**config.mk**
```make
export PLATFORM = sky130hd
export DESIGN_NAME = adc_deserializer_align
export DESIGN_NICKNAME = d
export VERILOG_FILES = /design/src/rtl/adc_deserializer_align.sv
export SDC_FILE = /design/constraint.sdc
export NUM_CORES = 1
export LEC_CHECK = 0
export BUFFER_PORTS_ARGS = -buffer_cell sky130_fd_sc_hd__buf_2
export CAP_MARGIN = 20
export CELL_PAD_IN_SITES_DETAIL_PLACEMENT = 0
export CELL_PAD_IN_SITES_GLOBAL_PLACEMENT = 1
export CORE_MARGIN = 2
export CORE_UTILIZATION = 30
export DETAILED_ROUTE_END_ITERATION = 10
export PLACE_DENSITY = 0.61
export SKIP_CTS_REPAIR_TIMING = 1
export SLEW_MARGIN = 20
export SYNTH_ARGS = -nofsm -noshare
export SYNTH_HDL_FRONTEND = slang
export SYNTH_SLANG_ARGS = --single-unit
```
**constraint.sdc**
```tcl
create_clock -name clk -period 2.5 [get_ports clk]
set_clock_uncertainty 0.05 [all_clocks]
set_input_delay 0.125 -clock clk [delete_from_list [all_inputs] [get_ports clk]]
set_output_delay 0.125 -clock clk [all_outputs]
set_load 0.005 [all_outputs]
```
**src/rtl/adc_deserializer_align.sv**
```systemverilog
// adc_deserializer_align
//   Multi-lane serial-to-parallel converter with word-frame alignment.
//   Each data lane and the frame lane shift one bit per clk. Every WIDTH
//   edges (WIDTH+1 after a slip) the assembled words are captured into Q
//   with a one-cycle valid strobe. The frame word is compared against
//   FRAME_PATTERN. A bit-slip state machine delays the word boundary by one
//   bit on every mismatch until the pattern has been seen LOCK_COUNT times
//   in a row.
//
// Ports
//   clk        : bit clock, lanes sampled on the rising edge
//   rst        : asynchronous, active-low reset
//   D          : CHANNELS serial data lanes
//   FR         : serial frame lane
//   align_en   : 1 lets the FSM slip and change lock state, 0 freezes it
//   Q          : CHANNELS*WIDTH parallel words, channel c at Q[c*WIDTH +: WIDTH]
//   valid      : one-cycle strobe, Q updated in the same cycle
//   locked     : frame alignment achieved
//   slip_count : cumulative slips modulo WIDTH
module adc_deserializer_align #(
    parameter int               WIDTH         = 8,
    parameter int               CHANNELS      = 2,
    parameter bit               MSB_FIRST     = 1'b1,
    parameter logic [WIDTH-1:0] FRAME_PATTERN = 8'hF0,
    parameter int               LOCK_COUNT    = 4,
    localparam int              SLIP_W        = ($clog2(WIDTH) > 1) ? $clog2(WIDTH) : 1
) (
    input  logic                         clk,
    input  logic                         rst,
    input  logic [CHANNELS-1:0]          D,
    input  logic                         FR,
    input  logic                         align_en,
    output logic [CHANNELS*WIDTH-1:0]    Q,
    output logic                         valid,
    output logic                         locked,
    output logic [SLIP_W-1:0]            slip_count
);

    localparam int CNT_W = $clog2(WIDTH);

    typedef enum logic [1:0] {
        ST_SEARCH,
        ST_CONFIRM,
        ST_LOCKED
    } state_t;

    state_t                 state;
    logic [7:0]             match_cnt;
    logic [CNT_W-1:0]       bit_cnt;
    logic                   hold;
    logic [WIDTH-1:0]       sr [CHANNELS];
    logic [WIDTH-1:0]       sr_nxt [CHANNELS];
    logic [WIDTH-1:0]       fr_sr;
    logic [WIDTH-1:0]       fr_nxt;
    logic [CHANNELS*WIDTH-1:0] q_nxt;
    logic                   boundary;
    logic                   match;
    logic                   slip;

    // Insert one received bit according to the configured bit order.
    function automatic logic [WIDTH-1:0] shift_in(input logic [WIDTH-1:0] cur,
                                                  input logic             b);
        if (MSB_FIRST)
            return {cur[WIDTH-2:0], b};
        else
            return {b, cur[WIDTH-1:1]};
    endfunction

    // Words including the bit sampled on the current edge, so a boundary
    // capture needs no extra cycle.
    always_comb begin
        q_nxt  = '0;
        fr_nxt = shift_in(fr_sr, FR);
        for (int c = 0; c < CHANNELS; c++) begin
            sr_nxt[c] = shift_in(sr[c], D[c]);
            q_nxt[c*WIDTH +: WIDTH] = sr_nxt[c];
        end
    end

    assign boundary = (bit_cnt == CNT_W'(WIDTH - 1));
    assign match    = (fr_nxt == FRAME_PATTERN);
    // Every mismatching word seen while alignment is enabled costs one slip,
    // whatever state the FSM is in.
    assign slip     = boundary && align_en && !match;

    // Shift registers and word capture
    always_ff @(posedge clk or negedge rst) begin
        if (!rst) begin
            for (int c = 0; c < CHANNELS; c++)
                sr[c] <= '0;
            fr_sr <= '0;
            Q     <= '0;
            valid <= 1'b0;
        end else begin
            for (int c = 0; c < CHANNELS; c++)
                sr[c] <= sr_nxt[c];
            fr_sr <= fr_nxt;
            valid <= boundary;
            if (boundary)
                Q <= q_nxt;
        end
    end

    // Bit counter, slip and alignment FSM
    always_ff @(posedge clk or negedge rst) begin
        if (!rst) begin
            bit_cnt    <= '0;
            hold       <= 1'b0;
            slip_count <= '0;
            match_cnt  <= '0;
            state      <= ST_SEARCH;
            locked     <= 1'b0;
        end else begin
            // A slip parks the counter at 0 for one extra cycle, pushing the
            // next boundary out by exactly one bit.
            if (boundary) begin
                bit_cnt <= '0;
                hold    <= slip;
            end else if (hold) begin
                hold <= 1'b0;
            end else begin
                bit_cnt <= bit_cnt + CNT_W'(1);
            end

            if (slip)
                slip_count <= (slip_count == SLIP_W'(WIDTH - 1)) ? '0
                                                                 : slip_count + SLIP_W'(1);

            if (boundary && align_en) begin
                case (state)
                    ST_SEARCH: begin
                        if (match) begin
                            match_cnt <= 8'd1;
                            if (LOCK_COUNT == 1) begin
                                state  <= ST_LOCKED;
                                locked <= 1'b1;
                            end else begin
                                state  <= ST_CONFIRM;
                            end
                        end
                    end
                    ST_CONFIRM: begin
                        if (match) begin
                            match_cnt <= match_cnt + 8'd1;
                            if (match_cnt + 8'd1 == 8'(LOCK_COUNT)) begin
                                state  <= ST_LOCKED;
                                locked <= 1'b1;
                            end
                        end else begin
                            match_cnt <= '0;
                            state     <= ST_SEARCH;
                        end
                    end
                    ST_LOCKED: begin
                        if (!match) begin
                            match_cnt <= '0;
                            state     <= ST_SEARCH;
                            locked    <= 1'b0;
                        end
                    end
                    default: begin
                        match_cnt <= '0;
                        state     <= ST_SEARCH;
                        locked    <= 1'b0;
                    end
                endcase
            end
        end
    end

endmodule

```
==> key figures <==
Run status
  • Outcome: finished clean

Pwr
  • VDD IR max: roughly 560 µV
  • Power density cells: approximately 900 nW/µm²
  • Leak Pwr: 1.117 nW
  • Final Power: about 0.0023 W

Synthesis
  • Netlist cell types: 42
  • Yosys top cell by area: dfrtp_1
  • Flops & latches, synth: 56
  • Mapped cell area: roughly 2200 µm²
  • Top-count cell post-synth: dfrtp_1
  • Ys flop type: dfrtp_1
  • Sequential share of the synthesized area: a little over three fifths
  • Synth top area share: 62.85%
  • Mapped Cells: 158
  • Synth warn: 0
  • Commonest cells in the netlist: 56 x dfrtp_1, 21 x mux2_2, 8 x nand2_1, 8 x nor2_1, 6 x a21oi_1
  • Ys async rst share: 100.0%
  • Synth Area per Inst: approximately 14 µm²
  • Ranking of synthesized cells by area: dfrtp_1 63%, mux2_2 11%, ha_1 2.8%
  • Post-synthesis net count: between 150 and 200
  • Post-synth EDFFs: 0

Layout
  • Area growth, synth to finish: 17.34%
  • Antenna Cells: 0
  • Layout cells sized above 1: a little over a third
  • Nets: between 200 and 250

Min path
  • Min-Delay Path Class: in -> async

Routing
  • 1st-pass router iterations: 4
  • Routed WL: between 3 and 4 mm
  • 1st-iter DRT viols: 74
  • Routed length per instance: ~14 µm
  • DRC errors left: 0
  • Drt via density: around 4.5
  • Post-DRT Antenna Nets: 0
  • DR vias: about 1,300

CTS
  • CTS Sinks: 56
  • TritonCTS clock tree: done
  • CTS Root Cell: clkbuf_8
  • CTS clk-pin slew, worst paths: around 0.11 ns
  • Worst skew pair latency: between 0.3 and 0.4 ns
  • Worst-case clock buffer depth: 2
  • CTS buffer count: 5
  • H-tree levels: 2

GRT
  • GRT Residual Overflow: 0
  • GRT Util Overall: 10.64%
  • Initial antenna violation count: 0
  • First-pass GRT wire length: roughly 7.0 mm
  • Vias in the first global route: about 1,400
  • Largest net degree at the start of global routing: 33

Die
  • FP Rows: 31
  • Die Span Y: roughly 90 µm
  • DIE AREA: ~8100 µm²
  • Initial Util: 30.91%
  • Die X: between 90 and 100 µm
  • Core area: slightly above 7000 µm²
  • # IOs: 27

Placement
  • Placer Congestion: approximately 0.72
  • PortBufs: 26
  • Post-DP HPWL: approximately 2.6 mm
  • Place WS: roughly 0.6 ns

Timing
  • Final Hold Fails: 0
  • Setup_tns: 0 ns
  • Worst-Margin Slew: 0.4103 ns
  • Final min period: 1.917 ns
  • Final period util: around three quarters
  • F_max: between 0.5 and 0.6 GHz
  • Setup slack after layout: 0.5829 ns
  • Slew HR: ~73%
  • Slew Viols, Final: 0
  • Unrepaired setup endpoints after global routing: no
  • # setup viols final: 0

Setup path
  • Crit Path Class: reg -> reg
  • Critical Path RT: about 2.7 ns
  • Worst Path Max Fanout: 21
  • Crit path DAT: between 2 and 2.5 ns
  • Worst setup SP type: register
  • Crit path capture type: register

Flow run
  • Max-cap violations: 0
## final timing paths
check	startpoint	endpoint	slack, ns	cells past startpoint
worst max-delay path	bit_cnt[0]$_DFFE_PN0P_	locked$_DFFE_PN0P_	0.58	7
worst min-delay path	rst	match_cnt[6]$_DFFE_PN0P_	0.13	2
worst max register to register	bit_cnt[0]$_DFFE_PN0P_	locked$_DFFE_PN0P_	0.58	7
worst min register to register	q_nxt[1]$_DFF_PN0_	q_nxt[2]$_DFF_PN0_	0.33	0
max in group asynchronous	rst	Q[1]$_DFFE_PN0P_	1.61	3
min in group clk	align_en	state[0]$_DFFE_PN0P_	0.19	4
## per-stage QoR
| stage | hold slack [ns] | util [%] | std cells | area (µm²) |
|---|---|---|---|---|
| floorplan | -0.2206 | - | 158 | 2230 |
| global placement | -0.05374 | 34.46 | 282 | 2486 |
| detailed placement | -0.05579 | 34.46 | 282 | 2486 |
| CTS | -0.4077 | 35.71 | 290 | 2576 |
| global route | 0.1589 | 36.26 | 294 | 2616 |
| finish | 0.1278 | 36.26 | 294 | 2616 |
## logic make-up (layout without fill, tap and decap cells)
family	after synthesis	in the layout	share of synthesized area, %
flip-flops	56	56	62.85
AND/OR/NAND/NOR	40	40	11.90
multiplexers	26	26	13.02
AO/OA/AOI/OAI	23	23	7.464
buffers and inverters	7	44	1.571
adder cells (fa/ha/maj)	5	5	2.806
XOR/XNOR	1	1	0.3929
## sequential cells by signal, indices dropped and copies added, names as in the netlist
register / cells
slip_count: 3
Q: 16
fr_sr: 7
q_nxt: 14
state: 2
hold: 1
match_cnt: 8
locked: 1
valid: 1
bit_cnt: 3
## layout make-up
class / count / area (µm²)
Tap cell: 99 / 123.9
Clock buffer: 5 / 68.82
Multi-Input combinational cell: 95 / 793.3
Fill cell: 749 / 4598
Inverter: 2 / 7.507
Clock inverter: 3 / 21.27
Timing Repair Buffer: 34 / 200.2
Sequential cell: 56 / 1401
## worst max-delay path: stages (launching register included)
cell	delay, ns
dfrtp_1	0.38
ha_1	0.16
ha_1	0.15
buf_4	0.27
nand3_1	0.13
nor3_1	0.37
a21oi_1	0.13
a211oi_1	0.19
## layer usage
layer / share of wire (%) / GRT usage [%] / vias to the layer above
met1: 52 / 16.50 / 660
li1: - / - / 639
met5: 0 / 0 / -
met3: 5.2 / 2.934 / 8
met4: 1.6 / 3.846 / 0
met2: 41 / 13.97 / 30
## layout by cell type (no fill, tap or decap), types with 2 or more instances in the layout
cell | Yosys | routed
mux2_1 | 3 | 3
mux2i_1 | 2 | 2
o21ai_0 | 2 | 2
nand3_1 | 3 | 3
ha_1 | 5 | 5
o21ai_1 | 3 | 3
dlygate4sd3_1 | 0 | 4
a22o_1 | 3 | 3
nand2b_1 | 2 | 2
a21oi_1 | 6 | 6
a221o_1 | 2 | 2
o211ai_1 | 2 | 2
nor3_1 | 2 | 2
dfrtp_1 | 56 | 56
nor2b_1 | 2 | 2
buf_2 | 1 | 26
nand2_1 | 8 | 8
mux2_2 | 21 | 21
nor2_4 | 2 | 2
buf_4 | 0 | 4
clkbuf_8 | 0 | 5
nor2_1 | 8 | 8
inv_1 | 2 | 2
## where the power goes
group	leakage, nW	switching, W	internal (W)
Clock	0.0445	0.000316	0.000200
Combinational	0.409	0.000257	0.000352
Sequential	0.663	0.000105	0.00112
Total	1.12	0.000678	0.00167
Power figures use the tool's default switching activity.
